$ cat src/rtl/mem_port_arbiter.sv
// Shares one memory port between instruction fetch and the MEM stage.
// Round-robin on contention, with a watchdog for accesses that never complete.
module mem_port_arbiter #(
   parameter int BITSIZE = 32,
   parameter int TIMEOUT = 255,
   parameter int CNT_W   = 8
) (
   input  logic               clk,
   input  logic               resetn_i,
   input  logic [BITSIZE-1:0] IF_addr_i,
   input  logic               IF_read_i,
   output logic [BITSIZE-1:0] IF_data_o,
   output logic               IF_valid_o,
   output logic               IF_err_o,
   input  logic [BITSIZE-1:0] MEM_addr_i,
   input  logic [BITSIZE-1:0] MEM_data_i,
   input  logic               MEM_read_i,
   input  logic               MEM_write_i,
   input  logic [1:0]         MEM_write_size_i,
   output logic [BITSIZE-1:0] MEM_data_o,
   output logic               MEM_valid_o,
   output logic               MEM_err_o,
   output logic [BITSIZE-1:0] mem_addr_o,
   output logic [BITSIZE-1:0] mem_data_o,
   output logic               mem_read_o,
   output logic               mem_write_o,
   output logic [1:0]         mem_write_size_o,
   input  logic [BITSIZE-1:0] mem_data_i,
   input  logic               mem_valid_i
);

   typedef enum logic [1:0] {IDLE, ACCESS, RESP} state_t;

   state_t             state_q, state_d;
   logic               last_mem_q, last_mem_d;
   logic               owner_mem_q, owner_mem_d;
   logic [BITSIZE-1:0] addr_q, addr_d;
   logic [BITSIZE-1:0] wdata_q, wdata_d;
   logic [1:0]         size_q, size_d;
   logic               rd_q, rd_d;
   logic               wr_q, wr_d;
   logic [CNT_W-1:0]   cnt_q, cnt_d;
   logic [BITSIZE-1:0] if_data_q, if_data_d;
   logic [BITSIZE-1:0] mem_rdata_q, mem_rdata_d;
   logic               if_valid_q, if_valid_d;
   logic               if_err_q, if_err_d;
   logic               mem_valid_q, mem_valid_d;
   logic               mem_err_q, mem_err_d;

   logic               if_req;
   logic               mem_req;
   logic               pick_mem;
   logic [CNT_W:0]     cnt_inc;
   logic               to_hit;

   assign if_req   = IF_read_i;
   assign mem_req  = MEM_read_i | MEM_write_i;
   // On a tie, serve whoever did not win last time.
   assign pick_mem = mem_req & (~if_req | ~last_mem_q);
   assign cnt_inc  = {1'b0, cnt_q} + {{CNT_W{1'b0}}, 1'b1};
   assign to_hit   = (TIMEOUT != 0) &&
                     (cnt_inc == (CNT_W+1)'(TIMEOUT));

   always_comb begin
      state_d     = state_q;
      last_mem_d  = last_mem_q;
      owner_mem_d = owner_mem_q;
      addr_d      = addr_q;
      wdata_d     = wdata_q;
      size_d      = size_q;
      rd_d        = rd_q;
      wr_d        = wr_q;
      cnt_d       = cnt_q;
      if_data_d   = if_data_q;
      mem_rdata_d = mem_rdata_q;
      if_valid_d  = 1'b0;
      if_err_d    = 1'b0;
      mem_valid_d = 1'b0;
      mem_err_d   = 1'b0;
      unique case (state_q)
         IDLE: begin
            if (if_req | mem_req) begin
               owner_mem_d = pick_mem;
               last_mem_d  = pick_mem;
               cnt_d       = '0;
               state_d     = ACCESS;
               if (pick_mem) begin
                  addr_d  = MEM_addr_i;
                  wdata_d = MEM_data_i;
                  size_d  = MEM_write_size_i;
                  wr_d    = MEM_write_i;
                  rd_d    = ~MEM_write_i;
               end else begin
                  addr_d  = IF_addr_i;
                  wdata_d = '0;
                  size_d  = 2'b10;
                  wr_d    = 1'b0;
                  rd_d    = 1'b1;
               end
            end
         end
         ACCESS: begin
            if (mem_valid_i || to_hit) begin
               rd_d    = 1'b0;
               wr_d    = 1'b0;
               state_d = RESP;
               if (owner_mem_q) begin
                  mem_valid_d = 1'b1;
                  mem_err_d   = ~mem_valid_i;
               end else begin
                  if_valid_d = 1'b1;
                  if_err_d   = ~mem_valid_i;
               end
            end
            if (mem_valid_i) begin
               if (rd_q && owner_mem_q) mem_rdata_d = mem_data_i;
               if (rd_q && !owner_mem_q) if_data_d = mem_data_i;
            end else begin
               cnt_d = cnt_inc[CNT_W-1:0];
               if (to_hit && owner_mem_q) mem_rdata_d = '0;
               if (to_hit && !owner_mem_q) if_data_d = '0;
            end
         end
         RESP: state_d = IDLE;
         default: state_d = IDLE;
      endcase
   end

   always_ff @(posedge clk or negedge resetn_i) begin
      if (!resetn_i) begin
         state_q     <= IDLE;
         last_mem_q  <= 1'b0;
         owner_mem_q <= 1'b0;
         addr_q      <= '0;
         wdata_q     <= '0;
         size_q      <= '0;
         rd_q        <= 1'b0;
         wr_q        <= 1'b0;
         cnt_q       <= '0;
         if_data_q   <= '0;
         mem_rdata_q <= '0;
         if_valid_q  <= 1'b0;
         if_err_q    <= 1'b0;
         mem_valid_q <= 1'b0;
         mem_err_q   <= 1'b0;
      end else begin
         state_q     <= state_d;
         last_mem_q  <= last_mem_d;
         owner_mem_q <= owner_mem_d;
         addr_q      <= addr_d;
         wdata_q     <= wdata_d;
         size_q      <= size_d;
         rd_q        <= rd_d;
         wr_q        <= wr_d;
         cnt_q       <= cnt_d;
         if_data_q   <= if_data_d;
         mem_rdata_q <= mem_rdata_d;
         if_valid_q  <= if_valid_d;
         if_err_q    <= if_err_d;
         mem_valid_q <= mem_valid_d;
         mem_err_q   <= mem_err_d;
      end
   end

   assign IF_data_o        = if_data_q;
   assign IF_valid_o       = if_valid_q;
   assign IF_err_o         = if_err_q;
   assign MEM_data_o       = mem_rdata_q;
   assign MEM_valid_o      = mem_valid_q;
   assign MEM_err_o        = mem_err_q;
   assign mem_addr_o       = addr_q;
   assign mem_data_o       = wdata_q;
   assign mem_read_o       = rd_q;
   assign mem_write_o      = wr_q;
   assign mem_write_size_o = size_q;

endmodule

$ cat config.mk
export PLATFORM = sky130hd
export DESIGN_NAME = mem_port_arbiter
export DESIGN_NICKNAME = d
export VERILOG_FILES = /design/src/rtl/mem_port_arbiter.sv
export SDC_FILE = /design/constraint.sdc
export NUM_CORES = 1
export LEC_CHECK = 0
export CORE_MARGIN = 2
export CORE_UTILIZATION = 44
export DETAILED_ROUTE_END_ITERATION = 12
export GPL_TIMING_DRIVEN = 0
export HOLD_SLACK_MARGIN = 0.02
export PLACE_DENSITY = 0.89
export SLEW_MARGIN = 0
export SYNTH_ARGS = -nofsm -noshare
export SYNTH_HDL_FRONTEND = slang
export SYNTH_SLANG_ARGS = --single-unit
$ cat constraint.sdc
create_clock -name clk -period 2.45 [get_ports clk]
set_input_delay 0.3675 -clock clk [delete_from_list [all_inputs] [get_ports clk]]
set_output_delay 0.3675 -clock clk [all_outputs]
set_load 0.005 [all_outputs]
==> flow_summary.toml, run 1 <==
[cells_and_area]
syn_to_final_growth_pct = 52.24
drive_above_1_share = 0.1067
utilization = 0.6890
nFillCells = 1138
num_antenna_cells = 0
final_nets = 1093

[pwr]
intPower_mw = 8.490
p_sw_mw = 4.616
switching_share = 0.3522
p_leak_nw = 4.496
cellPowerDensity_nw_per_um2 = 1247
combPwrFrac = 0.475
ir_worst_vdd_uv = 545.9
total_power_mw = 13.11
seqPwrFrac = 0.324
clockPowerShare = 0.201

[floorplan]
start_util = 0.4526
die_height_um = 129.3
fp-row-count = 45
ios = 272
die_width_um = 129.3
die_area_um2 = 16710
fp.coreArea_um2 = 15260

[cts]
cts_tree = "built"
cts_buffer_depth = 2
numCtsBuffers = 17
postCtsSetupBuffers = 0
clk_latency_ps = 420
htreeDepth = 4
cts-resized-gates = 0
cts.clk_slew.worst_paths_ps = 60
cts-root-buf = "clkbuf_16"
cts.sinks = 147

[job]
drv_cap = 0

[synth]
syn-num-nets = 801
ys_seq_area_frac = 0.5327
yosys_warnings = 0
synth_area_per_cell_um2 = 10.42
synth.distinct_cells = 45
ys.flop_type = "dfrtp_1"
syn_area_um2 = 6905
synthArstFlopShare = 1.000
syn_inst = 663
synthDominantCellAreaShare = 0.5327
ys_ff_latch = 147
synth_top_area_cell = "dfrtp_1"
synthTopCellsByArea = "dfrtp_1, o21ai_2, nand2_1"
synth_edf_count = 0

[timing]
period_minus_slack_ps = 1994
relSlewSlack = 0.6159
rsz0062_at_grt = "no"
finalHoldViolCount = 0
skew_ps = 6.088
worst_pin_slew_ps = 576.2
setup_viol = 0
slew_violations = 0
min_period_over_period = 0.8140
fmax_ghz = 0.5015

[global_routing]
grt.total_usage = 0.2572
grt_pass1_wl_um = 32950
grt_overflow = 0
grt_max_degree = 93
grt_pass1_vias = 6323
antenna_found_initial = 0

[routing]
drc = 0
wire_per_inst_um = 17.90
vias = 6230
first_pass_iters = 5
routed_wl_um = 21060
first_iter_violations = 333
drtAntennaViolNets = 0
via_per_inst = 5.298

[critical_path]
crit_path_end_kind = "flop"
cp_data_required_time_ps = 2800
path_max_fanout = 10
crit_type = "flop to flop"
setup.worst_path.start_class = "flop"
crit_arrival_ps = 2340

[placement]
place_congestion = 0.8449
dp_hpwl_um = 15930
port_buffers = 271

[hold_path]
min_path_type = "flop to flop"

[run_status]
status = "finished clean"
-- logic make-up after synthesis --
| logic type | synth area share |
|---|---|
| muxes | 0.04639 |
| DFF | 0.5327 |
| adders and majority gates | 0.003623 |
| xor gates and xnor gates | 0.003806 |
| and+or+nand+nor | 0.1466 |
| AOI/OAI and AO/OA | 0.2176 |
| buffers and inverters | 0.04928 |
-- metal layers --
layer,share of wire,vias to the layer above,wire length [um],global-route usage
met1,0.38,2988,8068,0.2994
met3,0.080,42,1678,0.07680
met5,0,-,0,0
li1,-,2937,-,-
met4,0.030,0,641,0.1042
met2,0.51,263,10670,0.4449
-- critical path: stages, from the launching register on --
cell and delay, ps:
dfrtp_1 350, buf_2 200, a21oi_2 390, and2_1 190, clkbuf_1 320, buf_2 300
a22o_1 170
-- state kept, by name (all words and copies together) (netlist names), 2 cells and up --
signal,cells
cnt_q,8
mem_write_size_o,2
mem_addr_o,32
MEM_data_o,32
state_q,2
mem_data_o,32
IF_data_o,32
-- per-stage QoR --
| stage | area [um^2] | setup WS, ps | std cells | hold slack, ps | setup TNS, ps |
|---|---|---|---|---|---|
| detailed placement | 9911 | 74.22 | 1146 | 368.9 | 0 |
| floorplan | 6905 | 728.7 | 663 | 71.91 | 0 |
| global route | 10510 | 279.6 | 1176 | 499.4 | 0 |
| finish | 10510 | 455.8 | 1176 | 477.0 | 0 |
| global placement | 9882 | -4942 | 1145 | 460.3 | -724390 |
| CTS | 10510 | 411.1 | 1176 | 482.4 | 0 |
-- layout make-up --
cell class	instances	area, um^2	area share
timing repair buffer	273	2751	0.2617
multi-input combinational	455	2887	0.2746
inverter	3	11.26	0.001071
tap	211	264.0	0.02511
sequential	147	3679	0.3499
clock buffer	24	491.7	0.04677
buffer	58	329.1	0.03130
clock inverter	5	100.1	0.009522
-- synth_stat cells, types with 4 or more instances --
master and number:
a21oi_1 35, a22o_1 33, a31oi_1 33, and2_1 4
buf_1 8, buf_12 5, buf_2 15, clkbuf_1 28
dfrtp_1 147, mux2i_1 32, nand2_1 104, nor2_1 7
nor2b_1 33, nor3b_1 34, o21ai_0 37, o21ai_1 19
o21ai_2 50
-- power by group through the flow --
stage / Clock, mW / Combinational (mW) / Sequential (mW)
after floorplan: 0 / 2.96 / 4.22
after detailed placement: 0 / 6.24 / 4.24
after CTS: 2.67 / 6.27 / 4.23
after global routing: 2.77 / 6.79 / 4.37
after global placement: 0 / 6.06 / 4.21
final: 2.63 / 6.22 / 4.25
-- repair_timing --
item,in CTS,in global routing
endpoints found under the hold margin,55,0
setup endpoints to repair,0,0
hold buffers,1,0
-- worst paths after layout --
| check | slack (ps) | cells past startpoint | from | endpoint |
|---|---|---|---|---|
| setup / recovery | 460 | 6 | owner_mem_q | mem_data_o[26] |
| hold / removal | 480 | 2 | mem_addr_o[30] | mem_addr_o[30] |
| setup reg to reg | 460 | 6 | owner_mem_q | mem_data_o[26] |
| hold reg to reg | 480 | 2 | mem_addr_o[30] | mem_addr_o[30] |
| max in group asynchronous | 1100 | 3 | resetn_i | mem_addr_o[29] |
| min in group asynchronous | 490 | 2 | resetn_i | IF_data_o[9] |
-- cell usage in the layout (no fill, tap or decap), types with 4 or more instances in the layout --
cell / instances
a21oi_1: 35
a22o_1: 33
a31oi_1: 33
and2_1: 4
buf_1: 8
buf_12: 5
buf_2: 15
clkbuf_1: 31
clkbuf_16: 17
clkbuf_8: 4
clkdlybuf4s50_1: 270
dfrtp_1: 147
mux2i_1: 32
nand2_1: 104
nor2_1: 7
nor2b_1: 33
nor3b_1: 34
o21ai_0: 37
o21ai_1: 19
o21ai_2: 50
Power figures use the tool's default switching activity.
==> run 2, diff against run 1 <==
==> constraint.sdc (replaced) <==
create_clock -name clk -period 2.07 [get_ports clk]
set_input_delay 0.3105 -clock clk [delete_from_list [all_inputs] [get_ports clk]]
set_output_delay 0.3105 -clock clk [all_outputs]
set_load 0.005 [all_outputs]
==> flow_summary.toml, run 2 (same netlist as run 1, synthesis figures left out) <==
[run_status]
status = "finished clean"

[floorplan]
ios = 272
fp.coreArea_um2 = 15260
die_height_um = 129.3
fp-row-count = 45
die_area_um2 = 16710
die_width_um = 129.3
start_util = 0.4526

[routing]
met1_length_um = 8050
drc = 0
via_per_inst = 5.285
wire_per_inst_um = 17.85
drtAntennaViolNets = 0
vias = 6220
first_iter_violations = 346
first_pass_iters = 5
dr_wl_met3_um = 1694
maxUsedRoutingLayer = "met4"
met2_length_um = 10650
routed_wl_um = 21010

[critical_path]
path_max_fanout = 10
cp_data_required_time_ps = 2370
crit_start = "cnt_q[0]"
setup.worst_path.start_class = "flop"
crit_arrival_ps = 2250
path_cells = "ha_1 -> xor2_1 -> nand4_1 -> nor3_4 -> buf_8 -> buf_12 -> o21ai_2"
endpoint = "IF_data_o[16]"
r2r-start = "cnt_q[0]"
crit_path_end_kind = "flop"
slowest_delay_ps = 420
crit_slowest_cell = "dfrtp_1"
r2r-end = "IF_data_o[16]"
reg2reg_slack_ps = 120
crit_type = "flop to flop"
r2r_cells = 7

[timing]
skew_ps = 5.133
finalHoldViolCount = 0
slew_violations = 0
rsz0062_at_grt = "no"
fmax_ghz = 0.5135
worst_pin_slew_ps = 579.0
min_period_over_period = 0.9408
setup_viol = 0
fin_tns_setup_ps = 0
period_minus_slack_ps = 1948
setup_slack_ps = 122.5
relSlewSlack = 0.6140

[cts]
cts.sinks = 147
cts-root-buf = "clkbuf_16"
htreeDepth = 4
cts.clk_slew.worst_paths_ps = 60
numCtsBuffers = 17
cts_buffer_depth = 2
clk_latency_ps = 420
cts_tree = "built"

[placement]
place_congestion = 0.8449
port_buffers = 271
dp_hpwl_um = 15930
place_ws_ps = -248.8

[global_routing]
grt.total_usage = 0.2572
grt_pass1_vias = 6323
grt_max_degree = 93
grt_pass1_wl_um = 32950
antenna_found_initial = 0
grt_overflow = 0

[hold_path]
min_path_type = "primary input to async pin"

[cells_and_area]
num_antenna_cells = 0
layout_common_cells = "clkdlybuf4s50_1, dfrtp_1, nand2_1"
drive_above_1_share = 0.1077
layout_commonest_cell = "clkdlybuf4s50_1"
final_nets = 1094
syn_to_final_growth_pct = 52.51

[pwr]
p_leak_nw = 4.504
ir_worst_vdd_uv = 646.0
cellPowerDensity_nw_per_um2 = 1474

[job]
drv_cap = 0
[run 2: cell count changes in the layout (fill, tap and decap cells not counted), sizes merged]
cell	before	now
buf	32	33
[run 2: final cells by class]
class,instances,area (um^2)
buffer,58,332.8
clock buffer,24,491.7
clock inverter,5,100.1
fill,1136,4727
inverter,3,11.26
multi-input combinational,455,2894
sequential,147,3679
tap,211,264.0
timing repair buffer,274,2759
[run 2: worst min path at each step]
| stage | startpoint | end | slack, ps | depth (start not counted) |
|---|---|---|---|---|
| final | resetn_i | IF_data_o[9] | 430 | 2 |
| after CTS | resetn_i | IF_data_o[9] | 440 | 2 |
| after detailed placement | resetn_i | IF_data_o[9] | 310 | 1 |
| after global placement | mem_addr_o[14] | mem_addr_o[14] | 460 | 2 |
| after floorplan | resetn_i | IF_data_o[0] | 10 | 0 |
| after global routing | MEM_write_size_i[1] | mem_write_size_o[1] | 440 | 3 |
[run 2: power breakdown]
group	internal, mW	switching, mW	leakage [nW]	total, mW
Sequential	4.13	0.897	1.65	5.03
Combinational	3.92	3.45	2.56	7.37
Clock	2.00	1.12	0.292	3.12
Total	10.1	5.47	4.50	15.5
[run 2: metrics by stage]
stage                     std cells  power [mW]    util  hold slack, ps  cell area, um^2
after floorplan                 663       8.502       -           14.91             6905
after global placement         1145       12.16  0.6476           460.3             9882
after detailed placement       1146       12.41  0.6495           311.9             9911
after CTS                      1176       15.58  0.6890           435.1            10510
after global routing           1177       16.49  0.6902           442.4            10530
final                          1177       15.52  0.6902           431.2            10530
[run 2: critical path: cells and delay by family (launching register included)]
kind	cells	cell delay (ps)
fa+ha+maj	1	260
xor+xnor	1	160
buf+inv	2	350
simple gates	2	570
compound gates	1	70
flops	1	420
[run 2: repair_timing]
action / CTS / global route
resized for setup: 0 / 2
hold endpoints to repair: 55 / 0
setup buffers: 0 / 1
hold buffers: 1 / 0
endpoints found under the setup margin: 0 / 31
[run 2: per-layer routing]
metal	vias to the layer above	global-route usage
met5	-	0
li1	2937	-
met2	264	0.4449
met3	40	0.07680
met1	2979	0.2994
met4	0	0.1042
==> variant: new RTL, config.mk and constraints of run 2 <==
`if_data_q` no longer has a reset.
--- a/src/rtl/mem_port_arbiter.sv
+++ b/src/rtl/mem_port_arbiter.sv
@@ -138,5 +138,4 @@
          wr_q        <= 1'b0;
          cnt_q       <= '0;
-         if_data_q   <= '0;
          mem_rdata_q <= '0;
          if_valid_q  <= 1'b0;
@@ -154,5 +153,4 @@
          wr_q        <= wr_d;
          cnt_q       <= cnt_d;
-         if_data_q   <= if_data_d;
          mem_rdata_q <= mem_rdata_d;
          if_valid_q  <= if_valid_d;
@@ -161,4 +159,8 @@
          mem_err_q   <= mem_err_d;
       end
+   end
+
+   always_ff @(posedge clk) begin
+      if_data_q <= if_data_d;
    end
 
Check against the original RTL: differs if resetn_i is asserted again (counterexample within 4 cycles, from zero or initial values and one cycle with resetn_i low); with resetn_i held inactive, the same outputs for 4 cycles.
==> variant against run 2 <==
Final area barely moved. Setup slack worse by 110 ps. Sequential share of layout area grew 1.6 points. Sequential cell count unchanged. Clock power hardly changed. Routed wire length is 5.0% lower. Count of clock-buffer cells in the layout decreased by 5. Area after synthesis decreased by 3.9%. Total power decreased by 12%. Critical path type unchanged. Largest cell class unchanged.
==> variant: results (changes against run 2) <==
stage	metric	value	unit	change
run_status	run status	finished, final reports clean		unchanged
timing	clk_skew	9.44	ps	was 5.13 ps
pwr	Leakage	0.00433	uW	was 0.00450 uW
logic_synthesis	synth top area cells	dfrtp_1, edfxtp_1, a22o_1		was dfrtp_1, o21ai_2, nand2_1
detailed_routing	drt first pass iters	5		unchanged
logic_synthesis	asr flop ratio synth	0.782		was 1.00
worst_setup_path	r2r worst-path depth	8		was 7
worst_setup_path	critical path peak fanout	11		was 10
worst_setup_path	Crit path largest cell delay	450	ps	was 420 ps
pwr	switching fraction of total power	0.330		was 0.352
detailed_routing	Total Wirelength	20000	um	was 21,000 um
logic_synthesis	number of flops mapped to enable cells by yosys	32		was 0
grt	Total GRT Usage	0.251		was 0.257
logic_synthesis	Post-synth top cells	dfrtp_1, a22o_1, o21ai_0		was dfrtp_1, nand2_1, o21ai_2
worst_setup_path	CP endpoint	IF_data_o[16]		unchanged
detailed_routing	DR vias/cell	5.33		was 5.28
grt	vias in the first global route	5707		was 6,323
timing	slack of the critical path	15.7	ps	was 122 ps
logic_synthesis	Ys Warns	0		unchanged
cells_and_area	share of post-route cells with drive strength above 1	0.145		was 0.108
cells_and_area	Nets	1014		was 1,094
logic_synthesis	register area share after synthesis	0.579		was 0.533
grt	first-pass GRT wire length	31100	um	was 32,900 um
timing	Hold Slack	316	ps	was 431 ps
detailed_routing	1st-iter DRT viols	446		was 346
grt	largest net degree at the start of global routing	97		was 93
logic_synthesis	syn_nets	701		was 801
placed_design	DP Worst Slack	-908	ps	was -249 ps
worst_setup_path	data arrival time of the critical path	2190	ps	was 2250 ps
placed_design	routability congestion estimate	0.832		was 0.845
logic_synthesis	Yosys cell types	39		was 45
placed_design	Placement Cell Area	9660	sq um	was 9910 sq um
worst_setup_path	CP Launch Point	cnt_q[1]		was cnt_q[0]
cells_and_area	fillcell total	1034		was 1,136
worst_setup_path	CP top delay family	compound AO/OA/AOI/OAI gates		was simple AND/OR/NAND/NOR gates
pwr	Peak VDD IR	0.725	mV	was 0.646 mV
timing	Tightest Pin Transition	536	ps	was 579 ps
variant: cell types whose count changed after synthesis, sizes merged, moves of 9 or more:
| cell | before | now |
|---|---|---|
| and2 | 4 | 35 |
| a21oi | 36 | 5 |
| nor3b | 34 | 1 |
| a31oi | 33 | 0 |
| nand2b | 1 | 34 |
| nor2b | 33 | 2 |
| buf | 30 | 21 |
| edfxtp | 0 | 32 |
| a22oi | 0 | 32 |
| dfrtp | 147 | 115 |
| a22o | 33 | 64 |
| nand2 | 104 | 44 |
| o21ai | 106 | 75 |
variant: worst min path at each step:
stage,depth (start not counted),startpoint,to
final,2,resetn_i,MEM_data_o[4]
after floorplan,0,resetn_i,IF_err_o
after global placement,2,mem_addr_o[11],mem_addr_o[11]
after CTS,2,resetn_i,MEM_data_o[4]
after detailed placement,1,resetn_i,MEM_data_o[4]
after global routing,2,resetn_i,MEM_data_o[4]
variant: cells by family (layout without fill, tap and decap cells):
kind of cell / Yosys count / in the layout / share of synthesized area
AO/OA/AOI/OAI: 191 / 191 / 0.218
flip-flops: 147 / 147 / 0.579
AND/OR/NAND/NOR: 143 / 143 / 0.116
buffers and inverters: 47 / 373 / 0.0334
multiplexers: 32 / 32 / 0.0483
adder cells (fa/ha/maj): 2 / 2 / 0.00377
XOR/XNOR: 1 / 1 / 0.00132
variant: layer usage:
metal  routed length, um  share of wire  track usage
met5                   0              0            0
met4                 447          0.022       0.0743
met1                7710           0.39        0.297
met2               10200           0.51        0.446
met3                1600          0.080       0.0704
variant: area by class of cell:
class / count / area [sq um] / area share
tap: 184 / 230 / 0.0219
buffer: 42 / 204 / 0.0194
sequential: 147 / 3850 / 0.365
clock buffer: 19 / 454 / 0.0431
multi-input combinational: 369 / 2670 / 0.253
clock inverter: 13 / 146 / 0.0139
timing repair buffer: 295 / 2970 / 0.282
inverter: 4 / 15.0 / 0.00143
variant: metrics by stage:
| step | setup TNS, ps | instances |
|---|---|---|
| finish | 0 | 1073 |
| global route | -1330 | 1073 |
| CTS | -2560 | 1066 |
| detailed placement | -41840 | 1020 |
| global placement | -497810 | 1018 |
| floorplan | -15470 | 563 |
variant: repair_timing:
action | 4_1_cts | 5_1_grt
endpoints found under the hold margin | 19 | 0
gates cloned | 1 | 1
resized for setup | 11 | 20
hold buffers | 1 | 0
buffers inserted | 12 | 10
pin swaps | 4 | 8
setup endpoints to repair | 32 | 32
variant: power groups by stage:
stage / registers [uW] / clock network [uW] / logic, uW
after floorplan: 4740 / 0 / 2660
after global placement: 4740 / 0 / 5570
after detailed placement: 4770 / 0 / 5720
after CTS: 4720 / 3150 / 5880
after global routing: 4870 / 3290 / 6350
final: 4740 / 3110 / 5850
